==> src/rtl/ft2232h_pkg.sv <==
// ============================================================================
// Module      : ft2232h_pkg
// Description : Shared types and constants for the FT2232H sync-245 FIFO
//               RX/TX controllers.
// Revision    : 1.0 - initial release
// ============================================================================
`default_nettype none

package ft2232h_pkg;

  typedef enum logic [1:0] {
    ST_IDLE    = 2'd0,
    ST_OE_WAIT = 2'd1,
    ST_READ    = 2'd2
  } rx_state_t;

  // Active-low strobe levels on the chip side.
  localparam logic HI = 1'b1;
  localparam logic LO = 1'b0;

  localparam int DEFAULT_FIFO_DEPTH = 8;

  // Pointer width with one extra wrap bit for full/empty disambiguation.
  function automatic int fifo_ptr_w(input int depth);
    return $clog2(depth) + 1;
  endfunction

endpackage

`default_nettype wire

==> src/rtl/ft2232h_rx_ctrl_if.sv <==
// ============================================================================
// Module      : ft2232h_rx_ctrl_if
// Description : FT2232H RX chip bus plus downstream valid/ready byte stream.
// Revision    : 1.0 - initial release
// ============================================================================
`default_nettype none

interface ft2232h_rx_ctrl_if;

  logic       rxf_i;
  logic [7:0] data_i;
  logic       oe_o;
  logic       rd_o;
  logic [7:0] m_data_o;
  logic       m_valid_o;
  logic       m_ready_i;

  // master: the read controller; slave: chip and stream consumer side.
  modport master (
    input  rxf_i, data_i, m_ready_i,
    output oe_o, rd_o, m_data_o, m_valid_o
  );

  modport slave (
    output rxf_i, data_i, m_ready_i,
    input  oe_o, rd_o, m_data_o, m_valid_o
  );

endinterface

`default_nettype wire

==> src/rtl/ft2232h_byte_fifo.sv <==
// ============================================================================
// Module      : ft2232h_byte_fifo
// Description : Synchronous first-word-fall-through byte FIFO.
// Revision    : 1.0 - initial release
// ============================================================================
`default_nettype none

module ft2232h_byte_fifo
  import ft2232h_pkg::*;
#(
  parameter int FIFO_DEPTH = DEFAULT_FIFO_DEPTH
) (
  input  wire logic                        clk_i,
  input  wire logic                        rst_n_i,
  input  wire logic                        push,
  input  wire logic                        pop,
  input  wire logic [7:0]                  din,
  output logic      [7:0]                  dout,
  output logic                             empty,
  output logic                             full,
  output logic      [$clog2(FIFO_DEPTH):0] count
);

  localparam int C_AW = $clog2(FIFO_DEPTH);
  localparam int C_PW = fifo_ptr_w(FIFO_DEPTH);

  logic [7:0]      r_mem [FIFO_DEPTH];
  logic [C_PW-1:0] r_wptr;
  logic [C_PW-1:0] r_rptr;
  logic            w_pop_ok;

  assign empty = (r_wptr == r_rptr);
  assign full  = (r_wptr[C_AW] != r_rptr[C_AW]) &&
                 (r_wptr[C_AW-1:0] == r_rptr[C_AW-1:0]);
  assign count = r_wptr - r_rptr;
  assign dout  = r_mem[r_rptr[C_AW-1:0]];

  assign w_pop_ok = pop && !empty;

  // Storage is reset so the head byte reads as zero straight out of reset.
  always_ff @(posedge clk_i or negedge rst_n_i) begin
    if (!rst_n_i) begin
      for (int i = 0; i < FIFO_DEPTH; i++) begin
        r_mem[i] <= '0;
      end
      r_wptr <= '0;
      r_rptr <= '0;
    end else begin
      if (push) begin
        r_mem[r_wptr[C_AW-1:0]] <= din;
        r_wptr                  <= r_wptr + 1'b1;
      end
      if (w_pop_ok) begin
        r_rptr <= r_rptr + 1'b1;
      end
    end
  end

endmodule

`default_nettype wire

==> src/rtl/ft2232h_rx_ctrl.sv <==
// ============================================================================
// Module      : ft2232h_rx_ctrl
// Description : FT2232H sync-245 FIFO read controller feeding a byte stream.
// Revision    : 1.0 - initial release
// ============================================================================
`default_nettype none

module ft2232h_rx_ctrl
  import ft2232h_pkg::*;
#(
  parameter int FIFO_DEPTH = DEFAULT_FIFO_DEPTH,
  parameter int CNT_W      = 32
) (
  input  wire logic             clk_i,
  input  wire logic             rst_n_i,
  input  wire logic             en_i,
  ft2232h_rx_ctrl_if.master     rx_if,
  output logic      [CNT_W-1:0] rx_count_o,
  output logic                  busy_o
);

  localparam int               C_AW       = $clog2(FIFO_DEPTH);
  localparam logic [C_AW:0]    C_ROOM_MAX = (C_AW + 1)'(FIFO_DEPTH - 2);

  rx_state_t        r_state;
  rx_state_t        w_state_nxt;
  logic             r_oe;
  logic             r_rd;
  logic             r_busy;
  logic [CNT_W-1:0] r_count;

  logic             w_room;
  logic             w_capture;
  logic             w_push;
  logic             w_pop;
  logic             w_empty;
  logic             w_full;
  logic [C_AW:0]    w_fifo_count;
  logic [7:0]       w_fifo_dout;

  // Leaving room for one more byte covers the capture that still lands on
  // the edge where the FSM decides to stop.
  assign w_room    = (w_fifo_count <= C_ROOM_MAX);
  assign w_capture = (r_state == ST_READ) && (r_rd == LO) && (rx_if.rxf_i == LO);
  assign w_push    = w_capture && !w_full;
  assign w_pop     = !w_empty && rx_if.m_ready_i;

  always_comb begin
    w_state_nxt = r_state;
    case (r_state)
      ST_IDLE: begin
        if (en_i && (rx_if.rxf_i == LO) && w_room) begin
          w_state_nxt = ST_OE_WAIT;
        end
      end
      ST_OE_WAIT: begin
        if (en_i && (rx_if.rxf_i == LO) && w_room) begin
          w_state_nxt = ST_READ;
        end else begin
          w_state_nxt = ST_IDLE;
        end
      end
      ST_READ: begin
        if ((rx_if.rxf_i == HI) || !w_room || !en_i) begin
          w_state_nxt = ST_IDLE;
        end
      end
      default: w_state_nxt = ST_IDLE;
    endcase
  end

  // Strobes are registered from the next state so they track r_state exactly.
  always_ff @(posedge clk_i or negedge rst_n_i) begin
    if (!rst_n_i) begin
      r_state <= ST_IDLE;
      r_oe    <= HI;
      r_rd    <= HI;
      r_busy  <= 1'b0;
      r_count <= '0;
    end else begin
      r_state <= w_state_nxt;
      r_oe    <= (w_state_nxt == ST_IDLE) ? HI : LO;
      r_rd    <= (w_state_nxt == ST_READ) ? LO : HI;
      r_busy  <= (w_state_nxt != ST_IDLE);
      if (w_push) begin
        r_count <= r_count + CNT_W'(1);
      end
    end
  end

  ft2232h_byte_fifo #(
    .FIFO_DEPTH (FIFO_DEPTH)
  ) u_fifo (
    .clk_i   (clk_i),
    .rst_n_i (rst_n_i),
    .push    (w_push),
    .pop     (w_pop),
    .din     (rx_if.data_i),
    .dout    (w_fifo_dout),
    .empty   (w_empty),
    .full    (w_full),
    .count   (w_fifo_count)
  );

  assign rx_if.oe_o      = r_oe;
  assign rx_if.rd_o      = r_rd;
  assign rx_if.m_data_o  = w_fifo_dout;
  assign rx_if.m_valid_o = !w_empty;
  assign rx_count_o      = r_count;
  assign busy_o          = r_busy;

endmodule

`default_nettype wire
==> src/flat_wrapper.sv <==
// flat-port wrapper written by rule: the top's interface ports become plain ports
module ft2232h_rx_ctrl_flat import ft2232h_pkg::*;
#(
  parameter int FIFO_DEPTH = DEFAULT_FIFO_DEPTH,
  parameter int CNT_W      = 32
)
  (clk_i, rst_n_i, en_i, rx_count_o, busy_o, rx_if_rxf_i, rx_if_data_i, rx_if_m_ready_i, rx_if_oe_o, rx_if_rd_o, rx_if_m_data_o, rx_if_m_valid_o);
  ft2232h_rx_ctrl_if rx_if_i ();
  input  wire logic clk_i;
  input  wire logic rst_n_i;
  input  wire logic en_i;
  output logic      [CNT_W-1:0] rx_count_o;
  output logic busy_o;
  input wire logic [$bits(rx_if_i.rxf_i)-1:0] rx_if_rxf_i;
  input wire logic [$bits(rx_if_i.data_i)-1:0] rx_if_data_i;
  input wire logic [$bits(rx_if_i.m_ready_i)-1:0] rx_if_m_ready_i;
  output wire logic [$bits(rx_if_i.oe_o)-1:0] rx_if_oe_o;
  output wire logic [$bits(rx_if_i.rd_o)-1:0] rx_if_rd_o;
  output wire logic [$bits(rx_if_i.m_data_o)-1:0] rx_if_m_data_o;
  output wire logic [$bits(rx_if_i.m_valid_o)-1:0] rx_if_m_valid_o;
  assign rx_if_i.rxf_i = rx_if_rxf_i;
  assign rx_if_i.data_i = rx_if_data_i;
  assign rx_if_i.m_ready_i = rx_if_m_ready_i;
  assign rx_if_oe_o = rx_if_i.oe_o;
  assign rx_if_rd_o = rx_if_i.rd_o;
  assign rx_if_m_data_o = rx_if_i.m_data_o;
  assign rx_if_m_valid_o = rx_if_i.m_valid_o;
  ft2232h_rx_ctrl #(.FIFO_DEPTH(FIFO_DEPTH), .CNT_W(CNT_W)) u_core (.clk_i(clk_i), .rst_n_i(rst_n_i), .en_i(en_i), .rx_if(rx_if_i), .rx_count_o(rx_count_o), .busy_o(busy_o));
endmodule
==> config.mk <==
export PLATFORM = sky130hd
export DESIGN_NAME = ft2232h_rx_ctrl_flat
export DESIGN_NICKNAME = d
export VERILOG_FILES = /design/src/rtl/ft2232h_pkg.sv /design/src/rtl/ft2232h_rx_ctrl_if.sv /design/src/rtl/ft2232h_byte_fifo.sv /design/src/rtl/ft2232h_rx_ctrl.sv /design/src/flat_wrapper.sv
export SDC_FILE = /design/constraint.sdc
export NUM_CORES = 1
export LEC_CHECK = 0
export CAP_MARGIN = 20
export CORE_MARGIN = 2
export CORE_UTILIZATION = 50
export CTS_CLUSTER_SIZE = 20
export DETAILED_ROUTE_END_ITERATION = 16
export HOLD_SLACK_MARGIN = 0.15
export PLACE_DENSITY = 0.72
export SLEW_MARGIN = 20
export SYNTH_ARGS = -nofsm -noshare
export SYNTH_HDL_FRONTEND = slang
export SYNTH_HIERARCHICAL = 1
export SYNTH_SLANG_ARGS = --single-unit
==> constraint.sdc <==
create_clock -name clk_i -period 4.6 [get_ports clk_i]
set_clock_uncertainty 0.15 [all_clocks]
set_input_delay 0.92 -clock clk_i [delete_from_list [all_inputs] [get_ports clk_i]]
set_output_delay 0.92 -clock clk_i [all_outputs]
set_load 0.01 [all_outputs]
# After elaboration in Yosys (flattened, before gate mapping)
# Index checks and enable logic that the tools add are counted.
# word_totals
ff_bits	109
latch_bits	0
mem_bits_rw	0
rom_bits	0
in_bits	13
output_inout_bits	44
mem_count	0
# classes
n_addsub	4
mul	0
n_div	0
order_cmp	4
eq_ne	6
n_shift	0
muxes	12
n_bitwise	4
reduce_logical	18
# ops
operator	n
$bwmux 64	1
$add 32x1->32 const B	1
$bmux 8 s3	1
$demux 8 s3	1
$mux 8	3
$logic_and 1x1->1	9
$add 4x1->4 const B	2
$ge 4x4->1 const B	2
$not 3->4	2
$mux 2	3
$pmux 2 s3	1
$eq 2x2->1 const B	2
$eq 4x4->1	1
$le 4x3->1 const B	1
$logic_not 1->1	4
$logic_not 2->1	2
$lt 4x1->1 const B	1
$sub 4x4->4	1
$eq 3x3->1	1
$eq 2x1->1 const B	1
$logic_or 1x1->1	2
$mux 1	2
$not 1->1	2
$reduce_bool 2->1	1
$ne 1x1->1	1

# Logic depth before layout (Yosys ltp)
# logic_depth
ltp_word	9
mapped_depth	12

# Modules after synthesis
# Netlist, hierarchy kept.
# modules_own_cells
mod	instances	cells_per_inst	area_each_um2	seq_area_each_um2
ft2232h_byte_fifo	1	231	3427.0	1801.7
ft2232h_rx_ctrl	1	154	1760.4	928.4

# Least setup slack after synthesis
# Ideal clock, no wire load.
# synth_timing
path_type	register to register
startpoint	reg u_core.u_fifo.r_rptr[1]
endpoint	reg u_core/u_fifo/r_mem[32] (netlist bit)
setup_time_ns	0.125
t_arrival_ns	2.681
t_required_ns	4.325
setup_slack_ns	1.644
stages_incl_launch_ff	13
path_cell_list	dfrtp_1 buf_2 buf_1 inv_1 ha_1 nand3_1 nor2b_1 nor3_2 buf_4 nand2_1 or3_1 buf_6 mux2_4
# synth_between
elab_chain_len	4
# synth_lines
element	line_no	text
from (decl)	ft2232h_byte_fifo.sv:29	logic [C_PW-1:0] r_rptr;
from (signal assigned)	ft2232h_byte_fifo.sv:54	r_rptr <= r_rptr + 1'b1;
$eq 3x3->1	ft2232h_byte_fifo.sv:34	(r_wptr[C_AW-1:0] == r_rptr[C_AW-1:0]);
$logic_and 1x1->1	ft2232h_byte_fifo.sv:33	assign full = (r_wptr[C_AW] != r_rptr[C_AW]) &&
net u_core.w_full	ft2232h_rx_ctrl.sv:37	logic w_full;
$logic_not 1->1	ft2232h_rx_ctrl.sv:45	assign w_push = w_capture && !w_full;
$logic_and 1x1->1	ft2232h_rx_ctrl.sv:45	
net u_core.w_push	ft2232h_rx_ctrl.sv:34	logic w_push;
to (signal, indexed assignment)	ft2232h_byte_fifo.sv:50	r_mem[r_wptr[C_AW-1:0]] <= din;
to (decl)	ft2232h_byte_fifo.sv:27	logic [7:0] r_mem [FIFO_DEPTH];
# The timed path passes the listed nets, and every way through them passes these cells.
# A chain may end at the register's enable or synchronous reset.

# Worst setup path in the final report
# layout_timing
startpoint	reg u_core.u_fifo.r_rptr[0]
endpoint	out rx_if_m_data_o[4]
# layout_between
elab_chain_len	4
# layout_lines
element	line_no	text
$not 3->4 (implied by the code)	ft2232h_byte_fifo.sv:36	assign dout = r_mem[r_rptr[C_AW-1:0]];
$bmux 8 s3	ft2232h_byte_fifo.sv:36	
$mux 8 (implied by the code) (2 in a row)	ft2232h_byte_fifo.sv:36	
to (decl)	flat_wrapper.sv:19	output wire logic [$bits(rx_if_i.m_data_o)-1:0] rx_if_m_data_o;
# No other way between the ends. The select of a mux whose other input is x is not followed.

==> reports/qor.csv <==
metric,value,unit
outcome,"finished, final reports clean",
async_reset_ff_share,100,%
die_width,106,um
via_per_inst,5.50,
root_buffer,clkbuf_8,
avgSynthCellArea,13.5,um2
hold_viol_final,0,
period_share,79.5,%
synth-main-ff-cell,dfrtp_1,
portBuffers,56,
antenna_cells,0,
clock-sinks,109,
setup_violations,0,
seq_area,2730,um2
synth_area_leaders,"dfrtp_1, mux2_2, mux4_2",
grt_pass1_vias,3238,
grt_max_degree,82,
pwr-share-seq,52.5,%
post-synth-top-area-fraction,51.6,%
arrival,2590,ps
muxShareOfSynthArea,21.9,%
synth_top_family_by_area,multiplexers,
overflow,0,
fp.coreArea,10200,um2
p_leak,2.88,nW
cts_hold_buf,0,
cts_buffer_depth,2,
crit_path_start_kind,flop,
drv_cap,0,
die_h,106,um
synthTopCellsByCount,"dfrtp_1, mux2_2, nand2_1",
synth_area_leader_cell,dfrtp_1,
slowest_delay,680,ps
worst_skew_pair.late_latency,360,ps
p_switching,0.577,mW
num_rows,37,
drt_pre_antenna_iters,4,
crit_path_top_delay_cell,dfrtp_1,
p_total,2.00,mW
fillers,824,
cts_resized,0,
yosys.area_share.simple,13.3,%
vias,3233,
clock.fmax,0.273,GHz
p_comb_share,18.2,%
hold_path_class,flop to flop,
post-cts-setup-buffers,0,
yosys.cell_types.count,45,
route.detailed.drc,0,
crit_required,3530,ps
synth_cells,385,
period_needed,3660,ps
layout.nets,467,
totalWireLength,9840,um
synth_fa_ha_area_share,1.83,%
setup_tns,0,ps
initial_core_util,50.9,%
worst_slew_pin_slew,928,ps
yosys_warnings,6,
dr.first_iter.drc_count,176,
clkTransAtPathRegs,100,ps
p_int,1.42,mW
path_max_fanout,13,
h-tree-depth,3,
dp_hpwl,6730,um
path_common_cell,nand2_1,
cp-end-kind,output pin,
synth_seq_cells,109,
syn-cell-area,5190,um2
cts_buffers,9,
synthesis.nets,405,
criticalPathCategory,flop to output pin,
gp_congestion,0.810,
grt_pass1_wl,16300,um
synth-compound-area-share,0.579,%
multi_input_area,2310,um2
num_io_pins,57,
cts_tree,done,
slew_headroom,37.7,%
yosysMostFrequentCell,dfrtp_1,
synth_edf_count,0,
layout-drive-gt1-share,27.4,%
syn_to_final_growth,17.2,%
ir_drop,0.193,mV
rsz0062_at_grt,false,
ant_nets,0,
power_density,329,nW/um2
swShare,28.9,%
die_area,11200,um2
synth_xor_area_share,6.92,%
timing.critical_path.cells,buf_4 -> mux4_2 -> nand2_1 -> nand2_1 -> clkdlybuf4s50_1,
antenna_found_initial,0,
track_usage,18.5,%
wl_per_cell,16.7,um
drv_slew,0,
synth-seq-area-share,52.6,%
clockPowerShare,29.4,%
per-stage QoR:
step	cells	cell area (um2)	hold slack, ps	setup slack (ps)	util [%]
final	588	6080	333	942	59.7
after global routing	588	6080	360	743	59.7
after CTS	588	6080	337	878	59.7
after detailed placement	572	5880	318	785	57.7
after global placement	572	5880	306	868	57.7
after floorplan	385	5190	302	1640	-
registers in the layout, summed over array words and instances, names as in the netlist:
name / flops
u_core/rx_if.oe_o: 1
u_core/u_fifo/r_rptr: 4
u_core/rx_if.rd_o: 1
u_core/u_fifo/r_wptr: 4
u_core/u_fifo/r_mem: 64
u_core/r_state: 2
u_core/rx_count_o: 32
u_core/busy_o: 1
cells by family after synthesis:
logic type | count (synthesis)
compound gates | 5
mux | 82
simple gates | 114
xor+xnor | 41
buf+inv | 27
flops | 109
fa+ha+maj | 7
layer usage:
layer  up-vias  track usage, %  wire length, um
li1       1495               -                -
met1      1646            24.5             4470
met2        80            31.6             4860
met3        12            3.53              390
met4         0            4.70              111
met5         -               0                0
layout by cell type, fill, tap and decap left out, drive strengths merged:
cell type / n
nor4: 4
nor3: 11
xnor2: 28
mux2: 66
bufinv: 1
nor2b: 2
nor2: 10
clkinv: 1
dfrtp: 107
nand2: 37
a21oi: 1
buf: 8
or3b: 2
mux4: 16
or3: 1
and3: 6
nand4: 22
clkbuf: 11
clkdlybuf4s50: 55
o21ai: 2
nor3b: 2
fa: 1
and2: 2
inv: 16
ha: 6
a21o: 2
or2: 1
xor2: 13
clkinvlp: 2
dfstp: 2
and4: 4
nand3: 10
worst max-delay path: cells and delay by family, from the launching register on:
| kind | cells | cell delay [ps] |
|---|---|---|
| buffers and inverters | 2 | 840 |
| DFF | 1 | 680 |
| and+or+nand+nor | 2 | 160 |
| muxes | 1 | 550 |
power groups by stage:
stage / clock network (mW) / registers (mW) / logic, mW
2_1_floorplan: 0 / 1.03 / 0.275
3_3_place_gp: 0 / 1.07 / 0.354
3_5_place_dp: 0 / 1.07 / 0.368
4_1_cts: 0.606 / 1.05 / 0.368
5_1_grt: 0.640 / 1.06 / 0.400
6_report: 0.586 / 1.05 / 0.363
area by class of cell:
class / instances / share of cell area, %
sequential: 109 / 44.9
clock buffer: 11 / 2.33
tap: 136 / 2.80
multi-input combinational: 249 / 37.9
inverter: 15 / 0.967
clock inverter: 5 / 0.967
timing repair buffer: 63 / 10.1
path summary, 6_finish.rpt:
path,cells after the start,from,slack (ps),end
hold reg to reg,1,u_core/rx_count_o[31]$_DFFE_PN0P_,330,u_core/rx_count_o[31]$_DFFE_PN0P_
hold / removal,1,u_core/rx_count_o[31]$_DFFE_PN0P_,330,u_core/rx_count_o[31]$_DFFE_PN0P_
min in group asynchronous,1,rst_n_i,420,u_core/rx_count_o[8]$_DFFE_PN0P_
max in group asynchronous,2,rst_n_i,2990,u_core/u_fifo/r_mem[19]$_DFFE_PN0P_
setup reg to reg,8,u_core/u_fifo/r_rptr[2]$_DFFE_PN0P_,1020,u_core/u_fifo/r_mem[52]$_DFFE_PN0P_
setup / recovery,5,u_core/u_fifo/r_rptr[0]$_DFFE_PN0P_,940,rx_if_m_data_o[4]
No activity file was read; power rests on OpenSTA's default activity.
